File: src/rtl/frame_counter_pkg.sv
// Shared types for the frame_counter block: run-control state encoding.
package frame_counter_pkg;

    typedef enum logic [1:0] {
        StIdle,
        StRun,
        StDone
    } fc_state_e;

endpackage

File: src/rtl/wrap_counter.sv
// Up-counter with synchronous clear that wraps to zero after reaching max_i.
// wrap_o flags the increment that performs the wrap.
module wrap_counter #(
    parameter int unsigned width_p = 8
) (
    input  logic               clk_i,
    input  logic               reset_ni,
    input  logic               clr_i,
    input  logic               inc_i,
    input  logic [width_p-1:0] max_i,
    output logic [width_p-1:0] val_o,
    output logic               wrap_o
);

    logic [width_p-1:0] val_q, val_d;

    assign wrap_o = inc_i && (val_q == max_i);
    assign val_o  = val_q;

    always_comb begin
        val_d = val_q;
        if (clr_i) begin
            val_d = '0;
        end else if (inc_i) begin
            val_d = wrap_o ? '0 : val_q + width_p'(1);
        end
    end

    always_ff @(posedge clk_i or negedge reset_ni) begin
        if (!reset_ni) begin
            val_q <= '0;
        end else begin
            val_q <= val_d;
        end
    end

endmodule

File: src/rtl/frame_counter.sv
// Counts sample strobes into frames and frames into bounded or continuous runs.
// Optional FRAME_COUNTER_TOTAL_EN adds a saturating total-sample counter output.
module frame_counter
    import frame_counter_pkg::*;
#(
    parameter int unsigned width_p        = 8,
    parameter int unsigned frames_width_p = 8
) (
    input  logic                      clk_i,
    input  logic                      reset_ni,
    input  logic                      en_i,
    input  logic                      start_i,
    input  logic                      stop_i,
    input  logic [width_p-1:0]        frame_len_i,
    input  logic [frames_width_p-1:0] num_frames_i,
    output logic [width_p-1:0]        sample_idx_o,
    output logic [frames_width_p-1:0] frame_idx_o,
    output logic                      frame_start_o,
    output logic                      frame_last_o,
    output logic                      busy_o,
    output logic                      done_o
`ifdef FRAME_COUNTER_TOTAL_EN
    ,
    output logic [width_p+frames_width_p-1:0] total_o
`endif
);

    fc_state_e                 state_q;
    logic [width_p-1:0]        len_q;
    logic [frames_width_p-1:0] num_q;

    logic accept;
    logic consume;
    logic clr;
    logic sample_wrap;
    logic frame_wrap;
    logic run_done;

    logic [width_p-1:0]        sample_max;
    logic [frames_width_p-1:0] frame_max;

    assign accept  = (state_q == StIdle) && start_i && !stop_i && (frame_len_i != '0);
    assign consume = (state_q == StRun) && en_i && !stop_i;
    assign clr     = accept || ((state_q == StRun) && stop_i);

    // num_q == 0 underflows to all-ones, which gives the natural continuous wrap.
    assign sample_max = len_q - width_p'(1);
    assign frame_max  = num_q - frames_width_p'(1);
    assign run_done   = frame_wrap && (num_q != '0);

    wrap_counter #(
        .width_p(width_p)
    ) u_sample_cnt (
        .clk_i   (clk_i),
        .reset_ni(reset_ni),
        .clr_i   (clr),
        .inc_i   (consume),
        .max_i   (sample_max),
        .val_o   (sample_idx_o),
        .wrap_o  (sample_wrap)
    );

    wrap_counter #(
        .width_p(frames_width_p)
    ) u_frame_cnt (
        .clk_i   (clk_i),
        .reset_ni(reset_ni),
        .clr_i   (clr),
        .inc_i   (sample_wrap),
        .max_i   (frame_max),
        .val_o   (frame_idx_o),
        .wrap_o  (frame_wrap)
    );

    always_ff @(posedge clk_i or negedge reset_ni) begin
        if (!reset_ni) begin
            state_q <= StIdle;
            len_q   <= '0;
            num_q   <= '0;
        end else begin
            unique case (state_q)
                StIdle: begin
                    if (accept) begin
                        len_q   <= frame_len_i;
                        num_q   <= num_frames_i;
                        state_q <= StRun;
                    end
                end
                StRun: begin
                    if (stop_i) begin
                        state_q <= StIdle;
                    end else if (run_done) begin
                        state_q <= StDone;
                    end
                end
                StDone:  state_q <= StIdle;
                default: state_q <= StIdle;
            endcase
        end
    end

    assign busy_o        = (state_q == StRun);
    assign done_o        = (state_q == StDone);
    assign frame_start_o = busy_o && (sample_idx_o == '0);
    assign frame_last_o  = busy_o && (sample_idx_o == sample_max);

`ifdef FRAME_COUNTER_TOTAL_EN
    logic [width_p+frames_width_p-1:0] total_q;

    always_ff @(posedge clk_i or negedge reset_ni) begin
        if (!reset_ni) begin
            total_q <= '0;
        end else if (accept) begin
            total_q <= '0;
        end else if (consume && (total_q != '1)) begin
            total_q <= total_q + (width_p + frames_width_p)'(1);
        end
    end

    assign total_o = total_q;
`endif

endmodule
File: config.mk
export PLATFORM = sky130hd
export DESIGN_NAME = frame_counter
export DESIGN_NICKNAME = d
export VERILOG_FILES = /design/src/rtl/frame_counter_pkg.sv /design/src/rtl/wrap_counter.sv /design/src/rtl/frame_counter.sv
export SDC_FILE = /design/constraint.sdc
export NUM_CORES = 1
export LEC_CHECK = 0
export CAP_MARGIN = 20
export CELL_PAD_IN_SITES_DETAIL_PLACEMENT = 1
export CELL_PAD_IN_SITES_GLOBAL_PLACEMENT = 1
export CORE_MARGIN = 5
export CORE_UTILIZATION = 48
export DETAILED_ROUTE_END_ITERATION = 10
export DONT_BUFFER_PORTS = 1
export PLACE_DENSITY_LB_ADDON = 0.1
export RECOVER_POWER = 50
export REMOVE_ABC_BUFFERS = 1
export SETUP_SLACK_MARGIN = 0.05
export SLEW_MARGIN = 20
export SYNTH_ARGS = -nofsm -noshare
export SYNTH_HDL_FRONTEND = slang
export SYNTH_SLANG_ARGS = --single-unit
File: constraint.sdc
create_clock -name clk_i -period 3.3 [get_ports clk_i]
set_clock_uncertainty 0.15 [all_clocks]
set_input_delay 0.66 -clock clk_i [delete_from_list [all_inputs] [get_ports clk_i]]
set_output_delay 0.66 -clock clk_i [all_outputs]
set_load 0.005 [all_outputs]
* After elaboration in Yosys (flattened, before gate mapping)
Index checks and enable logic that the tools add are counted.
Operators by class: eq/ne operators 6, $add $sub $neg 4, mux-type cells 10, reduce and logical (&&, ||, !) cells 21
Operators by type and width (number):
- 8-bit two-way mux | 6
- 8-bit by 1-bit adder with 8-bit output, second input constant | 2
- 8-bit equality test | 2
- 8-bit nonzero test | 2
- 8-bit by 1-bit subtractor with 8-bit output, second input constant | 2
- 1-bit logical AND | 11
- 8-bit zero test | 1
- 2-bit two-way mux | 3
- 2-bit case mux with 2 select lines | 1
- 2-bit AND reduction | 2
- 2-bit nonzero test | 2
- 3-bit by 2-bit != test with 1-bit output, second input constant | 1
- 2-bit by 1-bit equality test with 1-bit output, second input constant | 1
- 2-bit equality test, second input constant | 1
- 2-bit zero test | 1
- 2-bit != test, second input constant | 1
- 1-bit zero test | 1
- 1-bit logical OR | 1
Word-level totals: word-level logic and storage cells 46, bits in registers 34, output and inout bits 20

* Logic depth before layout (Yosys ltp)
Gate-level depths: netlist (run 1).
depth in word-level cells 9, depth in mapped cells 9, gate-level depth less buffers 8

* Hierarchy
Synthesis (run 1) repeated with hierarchy kept, for this count alone.
Unflattened totals: cells, all modules 221, area, all modules 2283.4 µm²
By module, submodules not included:
- frame_counter | times used 1, cells an instance 119, area each 1237.4 µm²
- wrap_counter | times used 2, cells an instance 51, area each 523.0 µm²

* Worst setup path after synthesis (run 1)
No wires, ideal clock.
path type register -> output, start point reg len_q[0], end point out frame_last_o, path slack 534 ps, arrival time 1956 ps, path buffers 0, stages on the path, launching flop included 9, required time 2490 ps, path through dfrtp_1 -> inv_1 -> ha_1 -> nor3b_2 -> mux2i_1 -> nor3b_1 -> o311ai_2 -> nor2_1 -> and2_1
On the way: longest elaborated chain between the ends 3
RTL lines:
- start, declared | RTL line frame_counter.sv:29 | logic [width_p-1:0] len_q;
- start signal, assigned | RTL line frame_counter.sv:84 | len_q <= frame_len_i;
- 8-bit by 1-bit subtractor with 8-bit output | RTL line frame_counter.sv:47 | assign sample_max = len_q - width_p'(1);
- 8-bit equality test | RTL line frame_counter.sv:105 | assign frame_last_o = busy_o && (sample_idx_o == sample_max);
- 1-bit logical AND | RTL line frame_counter.sv:105
- end, declared | RTL line frame_counter.sv:19 | output logic frame_last_o,
No other way between the ends.

* Final worst setup path (run 1)
Ends and elaborated chain as after synthesis.

==> results.toml, run 1 <==
[power]
leakage_nw = 0.924
power_density_nw_per_um2 = 507
vdd_drop_max_uv = 286
p_total_w = 0.00119

[floorplan]
die_y_um = 77.7
fp-row-count = 24
initial_core_util = 0.499
die_area_um2 = 6040
ios = 41
core_um2 = 4410
die_w_um = 77.7

[logic_synthesis]
synthCells = 239
avgSynthCellArea_um2 = 9.21
synth.distinct_cells = 46
ys.flop_type = "dfrtp_1"
synth-seq-cells = 34
synth_edf_count = 0
yosys_warnings = 0
synth_area_um2 = 2200
ys_seq_area_frac = 0.387
async_flop_share = 1.00

[finish]
final_cells = 295
final_nets = 269
diodes = 0
final_cell_mix = "34 x dfrtp_1, 25 x nand2_1, 16 x nor3_1"
area_growth_pct = 6.99
final_common_cell = "dfrtp_1"
layout-drive-gt1-share = 0.128

[timing]
fmax_ghz = 0.321
drv_slew = 35
tightest_slew_ns = 1.83
fin_crit_sh = 0.945
slew_headroom = -0.222
period_needed_ns = 3.12
rsz0062_at_grt = "false"
finalWorstSetupSlack_ns = 0.182
tns_ns = 0
holdWs_ns = 0.343
hold_viol = 0
setup_violations = 0

[setup_path]
cp-startpoint = "len_q[0]$_DFFE_PN0P_"
reg2reg_depth = 9
path_max_fanout = 4
crit_arrival_ns = 2.31
r2r_start = "len_q[0]$_DFFE_PN0P_"
crit_type = "flip-flop to output pin"
cp-end-kind = "output pin"
cp.required_ns = 2.49
start_kind = "flip-flop"

[grt]
antenna_found_initial = 0
grt-ovfl-total = 0
grt_pass1_wl_um = 10100
grt_pass1_vias = 2040
grt_use_met2 = 0.383
grt_max_degree = 35
grt_usage = 0.207
gr-usage-met1 = 0.238
top_usage_layer = "met2"
gr-usage-met3 = 0.0509

[placed_design]
dp_hpwl_um = 4610
port_buffers = 0
pre_cts_ws_ns = 0.362
place_congestion = 0.804
dp.cells = 286

[job]
max_cap_violations = 1

[cts]
clk_pin_slew_worst_paths_ns = 0.07
cts.sinks = 34
clk_latency_ns = 0.29
cts_root_buffer = "clkbuf_8"
cts.htree.levels = 2
cts_tree = "yes"
clock_path_buffers = 2
cts_buffers = 5
postCtsSetupRepairBufs = 0

[hold_path]
worstHoldStart = "en_i"
min_path_type = "input pin to flip-flop"
hold_depth = 1

[drt]
drc = 0
drt_iter0_drc = 103
num_vias = 1841
via_per_inst = 6.24
ant_nets = 0
routed_wl_um = 6020
drt_pass1_iterations = 4
avgRoutedWirePerCell_um = 20.4

[outcome]
violations = "max-capacitance violations, max-slew violations"
status = "finished, violations left"
[path summary, 6_finish.rpt]
kind                                               endpoint  slack [ns]
setup / recovery                               frame_last_o        0.18
hold / removal                       state_q[0]$_DFFE_PN0P_        0.34
setup reg to reg           u_frame_cnt.val_o[1]$_DFFE_PN0P_        0.56
hold reg to reg                        len_q[7]$_DFFE_PN0P_        0.39
max in group asynchronous  u_frame_cnt.val_o[0]$_DFFE_PN0P_        1.23
min in group asynchronous              len_q[2]$_DFFE_PN0P_        0.71
[power by group]
group / total (W) / switching [W] / internal (W) / leakage [nW]
registers: 0.000560 / 0.0000897 / 0.000470 / 0.437
clock network: 0.000323 / 0.000154 / 0.000168 / 0.0482
logic: 0.000312 / 0.000167 / 0.000145 / 0.439
total: 0.00119 / 0.000411 / 0.000784 / 0.924
[layer usage]
metal	vias up	wire length (µm)
met3	9	270
li1	870	-
met1	921	2390
met4	0	81
met5	-	0
met2	41	3280
[Yosys cell counts (all sizes together) (3+ instances only)]
| cell | count | area share |
|---|---|---|
| nor4 | 4 | 0.011 |
| nand2 | 25 | 0.043 |
| clkbuf | 7 | 0.012 |
| o2bb2ai | 5 | 0.020 |
| xor2 | 7 | 0.028 |
| dfrtp | 34 | 0.39 |
| nor2 | 15 | 0.026 |
| nor3b | 5 | 0.022 |
| mux2 | 12 | 0.061 |
| nor3 | 16 | 0.036 |
| ha | 6 | 0.034 |
| nor4b | 3 | 0.012 |
| o22ai | 4 | 0.011 |
| o21ai | 6 | 0.015 |
| a21oi | 10 | 0.023 |
| o211ai | 3 | 0.013 |
| a211oi | 4 | 0.014 |
| xnor2 | 14 | 0.056 |
| nand3 | 9 | 0.020 |
| nand4 | 3 | 0.0085 |
| and2 | 7 | 0.020 |
| nor2b | 4 | 0.011 |
| inv | 10 | 0.017 |
[cell families (layout without fill, tap and decap cells)]
| group | Yosys count | in the layout | share of synthesized area |
|---|---|---|---|
| multiplexers | 13 | 13 | 0.0659 |
| XOR/XNOR | 21 | 21 | 0.0836 |
| adder cells (fa/ha/maj) | 6 | 6 | 0.0341 |
| AND/OR/NAND/NOR | 104 | 104 | 0.256 |
| flip-flops | 34 | 34 | 0.387 |
| buffers and inverters | 18 | 22 | 0.0313 |
| AO/OA/AOI/OAI | 43 | 43 | 0.142 |
[timing repair]
| action | in CTS | in global routing |
|---|---|---|
| endpoints found under the hold margin | 34 | 0 |
| setup endpoints to repair | 1 | 0 |
| hold buffers | 1 | 0 |
| gates resized for setup | 1 | 0 |
[metrics by stage]
stage	util	area, µm²
final	0.533	2350
after detailed placement	0.511	2260
after global placement	0.511	2260
after CTS	0.537	2370
after floorplan	-	2170
after global routing	0.533	2350
[flip-flops by register name, summed over array words and instances, names as in the netlist]
signal and cells:
num_q 8, u_frame_cnt.val_o 8, state_q 2, len_q 8
u_sample_cnt.val_o 8
[critical path: stages, from the launching register on]
cell and delay (ns):
dfrtp_1 0.42, inv_1 0.09, ha_1 0.18, nor3b_2 0.32
mux2i_1 0.26, nor3b_1 0.09, o311ai_2 0.36, nor2_1 0.11
and2_1 0.19
[layout make-up]
type | instances | area [µm²]
Fill cell | 512 | 2060
Sequential cell | 34 | 851
Clock buffer | 7 | 86.3
Inverter | 10 | 37.5
Clock inverter | 1 | 5.00
Timing Repair Buffer | 4 | 26.3
Tap cell | 52 | 65.1
Multi-Input combinational cell | 187 | 1280
No activity file was read; power rests on OpenSTA's default activity.
==> run 2: changes to the inputs <==
--- a/config.mk
+++ b/config.mk
@@ -14,7 +14,6 @@
 export DONT_BUFFER_PORTS = 1
 export PLACE_DENSITY_LB_ADDON = 0.1
 export RECOVER_POWER = 50
-export REMOVE_ABC_BUFFERS = 1
 export SETUP_SLACK_MARGIN = 0.05
 export SLEW_MARGIN = 20
 export SYNTH_ARGS = -nofsm -noshare
==> results.toml, run 2 (same netlist as run 1, synthesis figures left out) <==
[outcome]
status = "finished, violations left"
violations = "max-capacitance violations, max-slew violations"

[floorplan]
ios = 41
fp-row-count = 24
die_y_um = 77.7
die_w_um = 77.7
die_area_um2 = 6040
initial_core_util = 0.499
core_um2 = 4410

[grt]
antenna_found_initial = 0
grt_usage = 0.217
grt_pass1_wl_um = 10600
grt-ovfl-total = 0
grt_max_degree = 35
grt_pass1_vias = 2045

[setup_path]
cp_top_family = "simple AND/OR/NAND/NOR gates"
crit_type = "flip-flop to output pin"
start_kind = "flip-flop"
path_buf_inv = 0
crit_arrival_ns = 2.29
cp.required_ns = 2.49
cp_slowest_cell = "or4_1"
path_cells = "or4_1, o221ai_1, o211ai_2, nor2_2, nor2_1, and2_1"
critical-path-max-stage-delay_ns = 0.54
cp-end-kind = "output pin"
path_max_fanout = 9

[cts]
cts.sinks = 34
cts_tree = "yes"
clk_latency_ns = 0.29
cts_root_buffer = "clkbuf_8"
cts_buffers = 5
clk_pin_slew_worst_paths_ns = 0.06
clock_path_buffers = 2
cts.htree.levels = 2

[drt]
avgRoutedWirePerCell_um = 21.2
routed_wl_um = 6260
num_vias = 1902
drt_iter0_drc = 84
ant_nets = 0
via_per_inst = 6.45
drc = 0
drt_pass1_iterations = 4

[placed_design]
dp_hpwl_um = 4760
placed_area_um2 = 2260
place_congestion = 0.826
port_buffers = 0

[finish]
final_common_cell = "dfrtp_1"
layout-drive-gt1-share = 0.132
final_nets = 269
final_util = 0.538
area_growth_pct = 7.85
final_cell_mix = "34 x dfrtp_1, 25 x nand2_1, 16 x nor3_1"
stdcell_area_um2 = 2370
diodes = 0

[job]
max_cap_violations = 1

[timing]
slew_headroom = -0.230
fmax_ghz = 0.323
rsz0062_at_grt = "false"
fin_crit_sh = 0.938
tightest_slew_ns = 1.85
hold_viol = 0
period_needed_ns = 3.10
drv_slew = 35
setup_violations = 0
tns_ns = 0

[power]
power_density_nw_per_um2 = 525
leakage_nw = 0.934
vdd_drop_max_uv = 352

[hold_path]
min_path_type = "input pin to flip-flop"

[logic_synthesis]
syn_nets = 266
[run 2: stage by stage]
step	hold slack, ns	setup slack (ns)	power (W)	instances
2_1_floorplan	0.214	0.534	0.000791	239
3_3_place_gp	0.215	0.463	0.000847	286
3_5_place_dp	0.215	0.328	0.000878	286
4_1_cts	0.0466	0.200	0.00126	295
5_1_grt	0.336	0.0810	0.00133	295
6_report	0.351	0.205	0.00125	295
[run 2: metal layers]
metal | GRT usage | routed length (µm) | vias to the layer above
met3 | 0.0648 | 427 | 10
met2 | 0.351 | 3120 | 55
met4 | 0.0653 | 85 | 0
met1 | 0.281 | 2630 | 966
li1 | - | - | 871
met5 | 0 | 0 | -
[run 2: worst reg2reg max path: cells and delay by family (launching register included)]
kind	cells	cell delay (ns)
XOR/XNOR	1	0.15
AO/OA/AOI/OAI	2	0.64
AND/OR/NAND/NOR	3	0.82
buffers and inverters	1	0.10
flip-flops	1	0.41
adder cells (fa/ha/maj)	1	0.31
[run 2: report_power, final]
part | switching, W | total [W] | internal (W)
clock | 0.000152 | 0.000363 | 0.000211
combinational | 0.000174 | 0.000319 | 0.000145
sequential | 0.0000944 | 0.000565 | 0.000470
total | 0.000421 | 0.00125 | 0.000826
[run 2: timing repair]
item / in CTS / in global routing
gates resized for setup: 1 / 0
setup endpoints to repair: 1 / 0
endpoints found under the hold margin: 34 / 0
hold buffers: 1 / 0
setup buffers: 0 / 0
[run 2: worst paths after layout]
path,from,to,slack (ns),depth (start not counted)
max,len_q[0]$_DFFE_PN0P_,frame_last_o,0.20,6
min,num_frames_i[0],num_q[0]$_DFFE_PN0P_,0.35,2
max reg2reg,num_q[0]$_DFFE_PN0P_,state_q[0]$_DFFE_PN0P_,0.58,8
min reg2reg,len_q[7]$_DFFE_PN0P_,len_q[7]$_DFFE_PN0P_,0.41,1
max in group asynchronous,reset_ni,num_q[1]$_DFFE_PN0P_,1.22,1
min in group asynchronous,reset_ni,u_sample_cnt.val_o[3]$_DFFE_PN0P_,0.71,1
[run 2: cell type report]
cell class                      count  area (µm²)
Inverter                           10        37.5
Sequential cell                    34         851
Multi-Input combinational cell    187        1280
Clock buffer                        8         110
Tap cell                           52        65.1
Fill cell                         519        2040
Timing Repair Buffer                4        26.3
==> run 3: changes to the inputs <==
--- a/config.mk
+++ b/config.mk
@@ -15,6 +15,7 @@
 export PLACE_DENSITY_LB_ADDON = 0.1
 export RECOVER_POWER = 50
 export SETUP_SLACK_MARGIN = 0.05
+export SKIP_CTS_REPAIR_TIMING = 1
 export SLEW_MARGIN = 20
 export SYNTH_ARGS = -nofsm -noshare
 export SYNTH_HDL_FRONTEND = slang
==> constraint.sdc (replaced) <==
create_clock -name clk_i -period 3.08 [get_ports clk_i]
set_clock_uncertainty 0.15 [all_clocks]
set_input_delay 0.616 -clock clk_i [delete_from_list [all_inputs] [get_ports clk_i]]
set_output_delay 0.616 -clock clk_i [all_outputs]
set_load 0.005 [all_outputs]
==> results.toml, run 3 (same netlist as run 1, synthesis figures left out) <==
[drt]
drc = 0
drt_pass1_iterations = 4
num_vias = 1844
drt_iter0_drc = 122
routed_wl_um = 6160
ant_nets = 0
avgRoutedWirePerCell_um = 20.7
via_per_inst = 6.21

[grt]
antenna_found_initial = 0
grt_max_degree = 35
grt_pass1_vias = 2027
grt_pass1_wl_um = 10400
grt_usage = 0.215
grt-ovfl-total = 0

[setup_path]
path_max_fanout = 4
crit_arrival_ns = 2.14
cp-end-kind = "output pin"
start_kind = "flip-flop"
crit_type = "flip-flop to output pin"
cp.required_ns = 2.31

[floorplan]
core_um2 = 4410
die_area_um2 = 6040
die_y_um = 77.7
fp-row-count = 24
ios = 41
initial_core_util = 0.499
die_w_um = 77.7

[hold_path]
min_path_type = "input pin to flip-flop"

[timing]
setup_violations = 0
hold_viol = 0
rsz0062_at_grt = "false"
tightest_slew_ns = 1.89
holdWs_ns = 0.289
period_needed_ns = 2.90
fin_crit_sh = 0.942
fmax_ghz = 0.345
slew_headroom = -0.263
tns_ns = 0
drv_slew = 35

[finish]
regArea_um2 = 851
diodes = 0
final_cells = 297
layout-drive-gt1-share = 0.131
fillers = 528
area_growth_pct = 7.85
final_common_cell = "dfrtp_1"
final_nets = 271
multi_input_area_um2 = 1290
final_cell_mix = "34 x dfrtp_1, 25 x nand2_1, 16 x nor3_1"
final_util = 0.538

[cts]
clock_path_buffers = 2
cts_root_buffer = "clkbuf_8"
clk_latency_ns = 0.29
clk_pin_slew_worst_paths_ns = 0.07
cts_tree = "yes"
cts_buffers = 5
cts.sinks = 34
cts.htree.levels = 2

[power]
switching_share = 0.346
p_comb_frac = 0.266
power_density_nw_per_um2 = 546
p_int_w = 0.000848
switchingPower_w = 0.000449
p_clk_frac = 0.267
leakage_nw = 0.935
seqPwrFrac = 0.467
vdd_drop_max_uv = 224

[placed_design]
dp_hpwl_um = 4690
place_congestion = 0.796
port_buffers = 0
dp.cells = 287

[logic_synthesis]
syn_nets = 266

[outcome]
status = "finished, violations left"
violations = "max-capacitance violations, max-slew violations"

[job]
max_cap_violations = 1
[run 3: worst max-delay path: stages, from the launching register on]
cell and delay [ns]:
dfrtp_1 0.42, inv_1 0.09, ha_1 0.19, nor3b_4 0.26, xor2_1 0.20, nor3_1 0.08
o311ai_2 0.34, nor2_1 0.09, and2_1 0.18
[run 3: final timing paths]
kind / from / end / slack [ns] / depth (start not counted)
worst max-delay path: len_q[0]$_DFFE_PN0P_ / frame_last_o / 0.18 / 8
worst min-delay path: num_frames_i[1] / num_q[1]$_DFFE_PN0P_ / 0.29 / 2
worst max register to register: len_q[0]$_DFFE_PN0P_ / u_frame_cnt.val_o[1]$_DFFE_PN0P_ / 0.36 / 10
worst min register to register: len_q[7]$_DFFE_PN0P_ / len_q[7]$_DFFE_PN0P_ / 0.40 / 1
max in group asynchronous: reset_ni / len_q[7]$_DFFE_PN0P_ / 1.00 / 1
min in group asynchronous: reset_ni / u_frame_cnt.val_o[6]$_DFFE_PN0P_ / 0.69 / 1
[run 3: metal layers]
metal,vias up,track usage,part of all wire
met1,908,0.274,0.42
met2,52,0.347,0.49
met5,-,0,0
met4,0,0.0756,0.021
li1,870,-,-
met3,14,0.0602,0.061
[run 3: area by class of cell]
cell class                 count  area share
multi-input combinational    187       0.542
inverter                      10      0.0158
clock inverter                 1     0.00211
clock buffer                   7      0.0364
tap                           52      0.0274
timing repair buffer           6      0.0174
sequential                    34       0.358
[run 3: stage by stage]
stage               power [W]  instance area, µm²  setup WS (ns)
floorplan            0.000847                2200          0.358
global placement     0.000913                2260          0.536
detailed placement   0.000946                2260          0.406
CTS                   0.00130                2360         0.0936
global route          0.00139                2370         0.0329
finish                0.00130                2370          0.179
[run 3: power groups by stage]
stage | combinational, W | clock, W | sequential [W]
2_1_floorplan | 0.000281 | 0 | 0.000566
3_3_place_gp | 0.000309 | 0 | 0.000605
3_5_place_dp | 0.000333 | 0 | 0.000613
4_1_cts | 0.000336 | 0.000358 | 0.000604
5_1_grt | 0.000386 | 0.000388 | 0.000616
6_report | 0.000345 | 0.000347 | 0.000605
